--- config.mk ---
export PLATFORM = sky130hd
export DESIGN_NAME = ip_decoder
export DESIGN_NICKNAME = d
export VERILOG_FILES = /design/src/rtl/ip_decoder.sv
export SDC_FILE = /design/constraint.sdc
export NUM_CORES = 1
export LEC_CHECK = 0
export ABC_AREA = 1
export CAP_MARGIN = 20
export CORE_UTILIZATION = 25
export DETAILED_ROUTE_END_ITERATION = 10
export MAX_ROUTING_LAYER = met4
export SLEW_MARGIN = 15
export SYNTH_ARGS = -nofsm -noshare
export SYNTH_HDL_FRONTEND = slang
export SYNTH_SLANG_ARGS = --single-unit
--- constraint.sdc ---
create_clock -name clk -period 36.7 [get_ports clk]
set_input_delay 9.175 -clock clk [delete_from_list [all_inputs] [get_ports clk]]
set_output_delay 9.175 -clock clk [all_outputs]
set_load 0.02 [all_outputs]
--- src/rtl/ip_decoder.sv ---
// ip_decoder
//   Receive side of the IP layer. Parses one IPv4 packet from a 32-bit
//   big-endian word stream, verifies the header checksum (options included),
//   skips option words and forwards payload words to the transport decoders.
//
// Build option:
//   IP_DEST_FILTER_EN  when defined, checksum-good packets whose destination
//                      is neither LOCAL_IP nor broadcast are dropped silently.
//
// Parameters:
//   LOCAL_IP       this node's address (used only with IP_DEST_FILTER_EN)
//   CHECK_VERSION  1: version != 4 is a header error, 0: version ignored
//
// Ports:
//   clk, reset            rising-edge clock, async active-high reset
//   data, data_av         input word and its valid qualifier
//   version .. dest_ip    header fields, updated together with hdr_valid
//   hdr_valid             1-cycle pulse: header accepted
//   pkg_data, wr_en       payload word, valid one cycle after acceptance
//   len_out               payload bytes (total_length - 4*IHL)
//   fin                   1-cycle pulse after the final wr_en
//   err_hdr, err_chk      1-cycle pulses: malformed header / bad checksum
module ip_decoder #(
  parameter logic [31:0] LOCAL_IP      = 32'hC0A8_0001,
  parameter int unsigned CHECK_VERSION = 1
) (
  input  logic        clk,
  input  logic        reset,
  input  logic [31:0] data,
  input  logic        data_av,
  output logic [3:0]  version,
  output logic [3:0]  IHL,
  output logic [7:0]  type_of_ser,
  output logic [7:0]  time_to_live,
  output logic [7:0]  protocol,
  output logic [15:0] total_length,
  output logic [15:0] identification,
  output logic [2:0]  flag,
  output logic [12:0] frag_offset,
  output logic [15:0] checksum_out,
  output logic [31:0] src_ip,
  output logic [31:0] dest_ip,
  output logic        hdr_valid,
  output logic [31:0] pkg_data,
  output logic        wr_en,
  output logic [15:0] len_out,
  output logic        fin,
  output logic        err_hdr,
  output logic        err_chk
);

  localparam logic [2:0] S_IDLE    = 3'd0;
  localparam logic [2:0] S_HEADER  = 3'd1;
  localparam logic [2:0] S_OPTION  = 3'd2;
  localparam logic [2:0] S_PAYLOAD = 3'd3;
  localparam logic [2:0] S_DROP    = 3'd4;
  localparam logic [2:0] S_FIN     = 3'd5;

`ifdef IP_DEST_FILTER_EN
  localparam logic FILTER_ON = 1'b1;
`else
  localparam logic FILTER_ON = 1'b0;
`endif

  logic [2:0]  r_state;
  logic [2:0]  r_hdr_cnt;
  logic [3:0]  r_opt_left;
  logic [15:0] r_acc;
  logic [15:0] r_bytes_left;
  logic [15:0] r_len_out;
  // r_hw: words being captured; r_pw: published copy, updated with hdr_valid
  logic [31:0] r_hw [0:4];
  logic [31:0] r_pw [0:4];
  logic [31:0] r_pkg_data;
  logic        r_wr_en;
  logic        r_hdr_valid;
  logic        r_fin;
  logic        r_err_hdr;
  logic        r_err_chk;

  logic [15:0] w_acc_nxt;
  logic [3:0]  w_ver;
  logic [3:0]  w_ihl;
  logic [15:0] w_tl;
  logic [15:0] w_hdr_bytes;
  logic [15:0] w_len;
  logic        w_hdr_bad;
  logic        w_sum_ok;
  logic [31:0] w_dest;
  logic        w_foreign;
  logic        w_accept;
  logic        w_last_word;
  logic [15:0] w_bytes_dec;
  logic        w_eval;

  function automatic logic [15:0] oc_add(input logic [15:0] a, input logic [15:0] b);
    logic [16:0] s;
    s = {1'b0, a} + {1'b0, b};
    return s[15:0] + {15'd0, s[16]};
  endfunction

  assign w_acc_nxt   = oc_add(oc_add(r_acc, data[31:16]), data[15:0]);
  assign w_ver       = r_hw[0][31:28];
  assign w_ihl       = r_hw[0][27:24];
  assign w_tl        = r_hw[0][15:0];
  assign w_hdr_bytes = {10'd0, w_ihl, 2'b00};
  assign w_len       = w_tl - w_hdr_bytes;
  assign w_hdr_bad   = ((CHECK_VERSION != 0) && (w_ver != 4'd4)) ||
                       (w_ihl < 4'd5) || (w_tl < w_hdr_bytes);
  assign w_sum_ok    = (w_acc_nxt == 16'hFFFF);
  // With IHL=5 the destination word is on the bus during evaluation
  assign w_dest      = (r_state == S_HEADER) ? data : r_hw[4];
  assign w_foreign   = (w_dest != LOCAL_IP) && (w_dest != '1);
  assign w_accept    = w_sum_ok && !(FILTER_ON && w_foreign);
  assign w_last_word = (r_bytes_left <= 16'd4);
  assign w_bytes_dec = w_last_word ? '0 : (r_bytes_left - 16'd4);

  // Checksum verdict happens on the last header/option word of the header
  assign w_eval = data_av &&
                  (((r_state == S_HEADER) && (r_hdr_cnt == 3'd4) && !w_hdr_bad && (w_ihl == 4'd5)) ||
                   ((r_state == S_OPTION) && (r_opt_left == 4'd1)));

  always_ff @(posedge clk or posedge reset) begin
    if (reset) begin
      r_state      <= S_IDLE;
      r_hdr_cnt    <= '0;
      r_opt_left   <= '0;
      r_acc        <= '0;
      r_bytes_left <= '0;
      r_len_out    <= '0;
      for (int unsigned i = 0; i < 5; i++) begin
        r_hw[i] <= '0;
        r_pw[i] <= '0;
      end
      r_pkg_data   <= '0;
      r_wr_en      <= 1'b0;
      r_hdr_valid  <= 1'b0;
      r_fin        <= 1'b0;
      r_err_hdr    <= 1'b0;
      r_err_chk    <= 1'b0;
    end else begin
      r_wr_en     <= 1'b0;
      r_hdr_valid <= 1'b0;
      r_fin       <= 1'b0;
      r_err_hdr   <= 1'b0;
      r_err_chk   <= 1'b0;

      case (r_state)
        S_IDLE: begin
          if (data_av) begin
            r_hw[0]   <= data;
            r_acc     <= oc_add(data[31:16], data[15:0]);
            r_hdr_cnt <= 3'd1;
            r_state   <= S_HEADER;
          end
        end
        S_HEADER: begin
          if (data_av) begin
            for (int unsigned i = 1; i < 5; i++) begin
              if (r_hdr_cnt == 3'(i)) r_hw[i] <= data;
            end
            r_acc     <= w_acc_nxt;
            r_hdr_cnt <= r_hdr_cnt + 3'd1;
            if (r_hdr_cnt == 3'd4) begin
              if (w_hdr_bad) begin
                r_err_hdr <= 1'b1;
                r_state   <= S_IDLE;
              end else if (w_ihl != 4'd5) begin
                r_opt_left <= w_ihl - 4'd5;
                r_state    <= S_OPTION;
              end
            end
          end
        end
        S_OPTION: begin
          if (data_av) begin
            r_acc      <= w_acc_nxt;
            r_opt_left <= r_opt_left - 4'd1;
          end
        end
        S_PAYLOAD: begin
          if (data_av) begin
            r_pkg_data   <= data;
            r_wr_en      <= 1'b1;
            r_bytes_left <= w_bytes_dec;
            if (w_last_word) r_state <= S_FIN;
          end
        end
        S_DROP: begin
          if (r_bytes_left == 16'd0) begin
            r_state <= S_IDLE;
          end else if (data_av) begin
            r_bytes_left <= w_bytes_dec;
            if (w_last_word) r_state <= S_IDLE;
          end
        end
        S_FIN: begin
          r_fin   <= 1'b1;
          r_state <= S_IDLE;
        end
        default: r_state <= S_IDLE;
      endcase

      // Header verdict overrides the state chosen above
      if (w_eval) begin
        r_bytes_left <= w_len;
        if (!w_sum_ok) begin
          r_err_chk <= 1'b1;
          r_state   <= S_DROP;
        end else if (!w_accept) begin
          r_state <= S_DROP;
        end else begin
          r_hdr_valid <= 1'b1;
          r_len_out   <= w_len;
          for (int unsigned i = 0; i < 4; i++) r_pw[i] <= r_hw[i];
          r_pw[4] <= w_dest;
          r_state <= (w_len == 16'd0) ? S_FIN : S_PAYLOAD;
        end
      end
    end
  end

  assign version        = r_pw[0][31:28];
  assign IHL            = r_pw[0][27:24];
  assign type_of_ser    = r_pw[0][23:16];
  assign total_length   = r_pw[0][15:0];
  assign identification = r_pw[1][31:16];
  assign flag           = r_pw[1][15:13];
  assign frag_offset    = r_pw[1][12:0];
  assign time_to_live   = r_pw[2][31:24];
  assign protocol       = r_pw[2][23:16];
  assign checksum_out   = r_pw[2][15:0];
  assign src_ip         = r_pw[3];
  assign dest_ip        = r_pw[4];
  assign hdr_valid      = r_hdr_valid;
  assign pkg_data       = r_pkg_data;
  assign wr_en          = r_wr_en;
  assign len_out        = r_len_out;
  assign fin            = r_fin;
  assign err_hdr        = r_err_hdr;
  assign err_chk        = r_err_chk;

endmodule

* Word level (Yosys, flattened, before mapping) *
Index checks and enable logic that the tools add are counted.

storage, ports and cells
  flip-flop bits (word level) = 415
  output and inout bits = 213
  input port bits = 35

operators by class
  mux-type cells = 42
  order comparisons = 3
  eq/ne operators = 31
  reduce and logical (&&, ||, !) cells = 29
  $add $sub $neg = 11

operators by type and width
  cell                                                    count
  two-way mux 16 bit                                      6
  one-hot mux 16 bit (2 select lines)                     2
  adder 16 x 16 -> 17 bit                                 3
  adder 16 x 1 -> 16 bit                                  3
  two-way mux 3 bit                                       14
  logical NOT 16 bit                                      2
  two-way mux 32 bit                                      1
  two-way mux 4 bit                                       5
  AND reduction 3 bit                                     6
  equality test 16 bit (second input constant)            1
  <= comparator 16 x 3 -> 1 bit (second input constant)   1
  < comparator 16 x 6 -> 1 bit                            1
  subtractor 16 x 3 -> 16 bit (second input constant)     1
  subtractor 16 x 6 -> 16 bit                             1
  inequality test 3 bit (second input constant)           5
  one-hot mux 3 bit (5 select lines)                      1
  equality test 3 x 2 -> 1 bit (second input constant)    4
  inequality test 4 x 3 -> 1 bit (second input constant)  3
  two-way mux 1 bit                                       11
  inequality test 2 bit (second input constant)           5
  equality test 3 bit (second input constant)             3
  AND reduction 9 bit                                     1
  inequality test 4 bit (second input constant)           2
  one-hot mux 4 bit (2 select lines)                      1
  19 further kinds                                        33

* Depth between registers and ports, before layout *
Gate-level depths: netlist of the first run.

  word-level depth = 10
  depth in mapped cells = 49

* Least setup slack after synthesis of the first run *
No wires, ideal clock.

  kind = input -> register
  start = input data[16]
  end = register r_pw (netlist bit dest_ip[10])
  cell stages on the path = 47
  arrival = 15.206 ns
  slack = 21.377 ns
  path buffers = 2
  path through = ha_1 > inv_1 > fa_1 > o21ai_0 > a21oi_1 > o2111ai_1 > a21oi_1 > o21bai_1 > ha_1 > nand4_1 > nor2_1 > nand2_1 > nor2_1 > nand2_1 > nor2_1 > nand2_1 > nor2_1 > inv_1 > [11 not listed] > ha_1 > inv_1 > nor2_1 > nand3_1 > nor2_1 > nand2_1 > nor2_1 > nand3_1 > inv_2 > nand2_1 > nand2_1 > nand2_1 > nor3_4 > nand3_1 > buf_2 > buf_2 > nand2_1 > nand2_1

on the way
  word-level cells in the longest chain between the ends = 6

RTL lines
  item                                  RTL line  source
  from (decl)                           29        input logic [31:0] data,
  adder 16 x 16 -> 17 bit               98        s = {1'b0, a} + {1'b0, b};
  adder 16 x 1 -> 16 bit                99        return s[15:0] + {15'd0, s[16]};
  adder 16 x 16 -> 17 bit               98
  adder 16 x 1 -> 16 bit                99
  equality test 16 bit                  110       assign w_sum_ok = (w_acc_nxt == 16'hFFFF);
  AND reduction 2 bit (no source line)  n/a
  to (decl)                             73        logic [31:0] r_pw [0:4];

No other way between the ends.
A chain may end at the register's enable or synchronous reset.

* Worst setup path in the final report of the first run *
  start = input data[17]
  end = register r_pw (netlist bit src_ip[6])

The elaborated chain is that of the path after synthesis.

==> results.json, run 1 <==
{
  "status": "finished, final reports clean",
  "period_share": 0.502,
  "r2r-start": "r_acc[0]",
  "syn_area_per_cell_um2": 8.03,
  "area_growth_pct": 23.8,
  "yosysSeqAreaShare": 0.492,
  "ctsLongestPathBuffers": 3,
  "ys_ff_latch": 413,
  "grtUsageTotal": 0.184,
  "hold_depth": 2,
  "wl_per_cell_um": 19.6,
  "syn_nets": 2723,
  "core_um2": 82600,
  "vias": 18707,
  "worst_slack_ns": 18.26,
  "slowest_delay_ns": 0.85,
  "pwr-share-comb": 0.476,
  "hold_buffers": 0,
  "post_cts_buffers": 0,
  "clkPwrFrac": 0.220,
  "numCtsBuffers": 48,
  "grt_pass1_wl_um": 115000,
  "initialDrtViolationCount": 1910,
  "drv_cap": 0,
  "dieArea_um2": 85200,
  "crit_fanout": 170,
  "clock.fmax_ghz": 0.0542,
  "path_buf_inv": 8,
  "row_count": 105,
  "slew_viol_final": 0,
  "irDropWorstVdd_v": 0.0000452,
  "syn-instance-count": 2614,
  "slowest_stage": "buf_4",
  "min_from": "type_of_ser[2]",
  "crit_type": "in2reg",
  "synth_xor_xnor_area_share": 0.0271,
  "critPathArrivalTime_ns": 18.94,
  "cp-start-kind": "primary input",
  "ioPinCount": 248,
  "grt_pass1_vias": 17555,
  "critPathRequiredTime_ns": 37.20,
  "gp_congestion": 0.909,
  "grt_max_degree": 171,
  "die_h_um": 292,
  "cts_tree": "yes",
  "drt-vias-per-instance": 4.79,
  "cp_common_cell": "nand2_1",
  "cp-end-kind": "flop",
  "synth.area.mux_share": 0,
  "drive_above_1_share": 0.0437,
  "tightest_slew_ns": 1.12,
  "root_buffer": "clkbuf_16",
  "antenna_found_initial": 6,
  "overflow": 0,
  "design_area_um2": 26000,
  "synthAdderAreaFrac": 0.0455,
  "clk_latency_ns": 0.62,
  "holdPathEnd": "type_of_ser[2]",
  "yosys_warnings": 0,
  "io_buffers": 247,
  "rsz0062_at_grt": "no",
  "netlist-cell-type-count": 43,
  "dp_slack_ns": 17.94,
  "slew_headroom": 0.253,
  "mostFrequentLayoutCells": "nand2_1 (901), dfrtp_1 (413), o21ai_0 (269)",
  "finClkSkew_ns": 0.0595,
  "p_switching_mw": 0.989,
  "power_density_nw_per_um2": 82.2,
  "ant_nets": 0,
  "synthArstFlopShare": 1.00,
  "dp_hpwl_um": 52600,
  "synth_edf_count": 0,
  "internal_power_mw": 1.15,
  "r2r_setup_slack_ns": 27.24,
  "period_needed_ns": 18.44,
  "syn_area_um2": 21000,
  "clk_pin_slew_ns": 0.06,
  "seq_power_share": 0.304,
  "final-hold-violation-count": 0,
  "clock_sinks": 413,
  "reg2reg_to": "src_ip[6]",
  "mostFrequentLayoutCell": "nand2_1",
  "final_util": 0.315,
  "h-tree-depth": 2,
  "synth_top_family_by_area": "simple AND/OR/NAND/NOR gates",
  "totalWireLength_um": 76700,
  "cp_top_family": "simple AND/OR/NAND/NOR gates",
  "p_leak_nw": 12.7,
  "hold_path.class": "reg2reg",
  "fillCellCount": 8739,
  "placed_area_um2": 24400,
  "synth_compound_area_frac": 0.0926,
  "drc": 0,
  "r2r_cells": 45,
  "fp.dieW_um": 292,
  "finalSetupTns_ns": 0,
  "cts_repair_resize_count": 0,
  "firstDrtPassIters": 5,
  "power_mw": 2.14,
  "p_sw_frac": 0.463,
  "nets": 2907,
  "initial_core_util": 0.254,
  "synth_flop_cell": "dfrtp_1",
  "synth-simple-area-share": 0.276,
  "setup_viol": 0
}
how the worst max path moves through the flow:
stage             start                end  slack [ns]  cells after the start
3_5_place_dp   data[17]   total_length[11]       17.94                     48
5_1_grt        data[17]  identification[3]       17.46                     47
2_1_floorplan     reset             IHL[0]       16.03                      1
4_1_cts        data[17]          src_ip[6]       18.57                     48
3_3_place_gp   data[17]         len_out[9]       18.20                     48
6_report       data[17]          src_ip[6]       18.26                     45
Yosys cell counts (5+ instances only):
cell type,number,area share
a21oi_1,65,0.015
buf_2,33,0.0079
buf_6,10,0.0054
clkbuf_1,85,0.015
dfrtp_1,413,0.49
ha_1,70,0.042
inv_1,189,0.034
inv_2,15,0.0027
nand2_1,904,0.16
nand3_1,88,0.021
nand3b_1,7,0.0025
nand4_1,200,0.060
nor2_1,121,0.022
nor3_1,20,0.0048
o211ai_1,8,0.0029
o21ai_0,269,0.064
o21bai_1,5,0.0018
xnor2_1,21,0.0088
xor2_1,44,0.018
metal layers:
layer  vias to the layer above  part of all wire  global-route usage
met5                         -                 0                   -
met1                      9038              0.46               0.259
met4                         0             0.021              0.0457
met2                       585              0.45               0.276
li1                       8997                 -                   -
met3                        87             0.064              0.0244
final cells by class:
type                       instances  area (µm²)  area share
sequential                       413       10300       0.397
multi-input combinational       1865        9320       0.358
timing repair buffer             265        2670       0.102
tap                             1070        1340      0.0515
clock buffer                      67        1330      0.0512
inverter                         205         777      0.0299
clock inverter                    21         231     0.00890
antenna                            1        2.50   0.0000962
state kept, by name (all words and copies together) (netlist names), 8 cells and up:
signal          cells
r_hw              160
dest_ip            32
pkg_data           32
src_ip             32
checksum_out       16
identification     16
len_out            16
r_acc              16
r_bytes_left       16
total_length       14
frag_offset        13
protocol            8
time_to_live        8
type_of_ser         8
cell families (layout without fill, tap and decap cells):
logic type      count (synthesis)  in the layout
other cells                     0              1
compound gates                370            370
flops                         413            413
fa+ha+maj                      74             74
simple gates                 1356           1356
buf+inv                       336            558
xor+xnor                       65             65
power by group through the flow:
| stage | Sequential (mW) | Clock (mW) | Combinational, mW |
|---|---|---|---|
| 6_report | 0.650 | 0.470 | 1.02 |
| 4_1_cts | 0.648 | 0.483 | 1.01 |
| 2_1_floorplan | 0.649 | 0 | 0.696 |
| 3_5_place_dp | 0.654 | 0 | 1.00 |
| 3_3_place_gp | 0.652 | 0 | 0.997 |
| 5_1_grt | 0.663 | 0.502 | 1.15 |
tightest hold or removal path, cell delays in order (launching register included):
cell	delay (ns)
dfrtp_1	0.34
nand2_1	0.05
nand2_1	0.04
per-stage QoR:
stage | std cells | hold slack [ns]
after floorplan | 2614 | 0.453
after global placement | 3816 | 0.454
after detailed placement | 3817 | 0.458
after CTS | 3905 | 0.473
after global routing | 3906 | 0.483
final | 3907 | 0.468
Power figures use the tool's default switching activity.
==> run 2: changes to the inputs <==
==> constraint.sdc (replaced) <==
create_clock -name clk -period 18.6 [get_ports clk]
set_input_delay 4.65 -clock clk [delete_from_list [all_inputs] [get_ports clk]]
set_output_delay 4.65 -clock clk [all_outputs]
set_load 0.02 [all_outputs]
==> run 2 against run 1 <==
Compared with the run above: non-clock buffer count stayed put; global-route usage is 0.20 points lower; register-to-register slack worse by 18 ns; combinational power is 94% higher; worst hold slack better by 0.0011 ns; core utilization is 0.097 points higher; total power is 99% higher; clock skew is 0.019 ns lower; clock power is 110% higher; sequential share of layout area is 0.12 points lower; via count is 0.18% higher; highest routed layer unchanged.
==> results.json, run 2 (same netlist as run 1, synthesis figures left out) <==
{
  "r2r_cells": 47,
  "hold_ws_ns": 0.469,
  "grt_max_degree": 195,
  "irDropWorstVdd_v": 0.0000771,
  "drive_above_1_share": 0.0434,
  "min_from": "dest_ip[26]",
  "grt_pass1_wl_um": 113000,
  "hold_buffers": 0,
  "mostFrequentLayoutCell": "nand2_1",
  "clock.fmax_ghz": 0.0713,
  "fillCellCount": 8693,
  "slowest_stage": "nand3_4",
  "initial_core_util": 0.254,
  "cts_tree": "yes",
  "finalSetupTns_ns": 0,
  "final-hold-violation-count": 0,
  "reg2reg_to": "dest_ip[25]",
  "status": "finished, final reports clean",
  "p_leak_nw": 12.7,
  "finClkSkew_ns": 0.0409,
  "largest_register": "r_hw",
  "crit_fanout": 80,
  "gp_congestion": 0.951,
  "period_needed_ns": 14.02,
  "cp-end-kind": "flop",
  "r2r_setup_slack_ns": 9.04,
  "rsz0062_at_grt": "no",
  "power_density_nw_per_um2": 163,
  "fp.dieW_um": 292,
  "critPathArrivalTime_ns": 14.49,
  "totalWireLength_um": 76000,
  "hold_path.class": "reg2reg",
  "setup_viol": 0,
  "drv_cap": 0,
  "grtUsageTotal": 0.182,
  "ioPinCount": 248,
  "crit_path_end": "dest_ip[25]",
  "grt_pass1_vias": 17651,
  "drc": 0,
  "clk_latency_ns": 0.61,
  "numCtsBuffers": 46,
  "slew_headroom": 0.269,
  "worstSetupStartpoint": "data[17]",
  "row_count": 105,
  "io_buffers": 247,
  "clock_sinks": 413,
  "tightest_slew_ns": 1.10,
  "area_growth_pct": 24.2,
  "largest_reg_flops": 160,
  "wl_per_cell_um": 19.4,
  "firstDrtPassIters": 5,
  "dp_hpwl_um": 52100,
  "clk_pin_slew_ns": 0.06,
  "antenna_found_initial": 10,
  "critPathRequiredTime_ns": 19.07,
  "slowest_delay_ns": 0.74,
  "nets": 2905,
  "h-tree-depth": 2,
  "cp-start-kind": "primary input",
  "cts_repair_resize_count": 0,
  "dieArea_um2": 85200,
  "r2r-start": "r_acc[0]",
  "overflow": 0,
  "slew_viol_final": 0,
  "die_h_um": 292,
  "crit_type": "in2reg",
  "post_cts_buffers": 0,
  "core_um2": 82600,
  "drt-vias-per-instance": 4.79,
  "ant_nets": 0,
  "ctsLongestPathBuffers": 3,
  "mostFrequentLayoutCells": "nand2_1 (901), dfrtp_1 (413), o21ai_0 (269)",
  "root_buffer": "clkbuf_16",
  "cp_common_cell": "nand2_1",
  "period_share": 0.754,
  "vias": 18740,
  "initialDrtViolationCount": 1779
}
[run 2: changes by cell type in the layout (fill, tap and decap cells not counted)]
cell	change
diode_2	+7
clkbuf_8	+2
buf_16	-1
clkbuf_1	-2
clkinvlp_4	-2
clkinv_2	-2
inv_8	+1
clkinv_16	-1
clkinv_4	-3
inv_16	+1
bufinv_16	+5
clkbuf_16	-2
buf_12	+1
[run 2: power breakdown]
group / internal, mW / switching [mW] / leakage [nW]
Sequential: 1.12 / 0.165 / 5.51
Clock: 0.580 / 0.400 / 0.797
Combinational: 0.623 / 1.36 / 6.44
Total: 2.32 / 1.93 / 12.7
[run 2: how the worst min path moves through the flow]
stage                            to  slack [ns]  cells after the start
floorplan                 r_acc[14]        0.45                      2
global placement    frag_offset[12]        0.46                      2
detailed placement      dest_ip[23]        0.46                      2
CTS                     dest_ip[23]        0.47                      2
global route        total_length[4]        0.49                      2
finish                  dest_ip[26]        0.47                      2
[run 2: metal layers]
layer | routed length (µm) | global-route usage
met1 | 34000 | 0.249
met4 | 2120 | 0.0575
met5 | 0 | -
met3 | 5890 | 0.0326
met2 | 34000 | 0.270
[run 2: final cells by class]
cell class / count / area, µm² / area share
clock buffer: 65 / 1300 / 0.0499
tap: 1070 / 1340 / 0.0513
timing repair buffer: 265 / 2660 / 0.102
clock inverter: 20 / 332 / 0.0127
antenna: 8 / 20.0 / 0.000768
multi-input combinational: 1865 / 9320 / 0.357
inverter: 205 / 777 / 0.0298
sequential: 413 / 10300 / 0.396
[run 2: worst max-delay path, delay by kind of cell]
family | cells | cell delay, ns
and+or+nand+nor | 26 | 3.76
AOI/OAI and AO/OA | 8 | 1.63
adders and majority gates | 5 | 1.50
buffers and inverters | 8 | 2.77
[run 2: stage by stage]
stage	setup slack (ns)	total power [mW]	instance area, µm²	std cells	utilization
5_1_grt	3.55	4.57	26100	3908	0.316
2_1_floorplan	2.46	2.66	21000	2614	-
3_5_place_dp	4.11	3.24	24400	3817	0.295
3_3_place_gp	4.31	3.23	24400	3816	0.295
4_1_cts	4.70	4.24	26000	3902	0.315
6_report	4.58	4.25	26100	3911	0.316
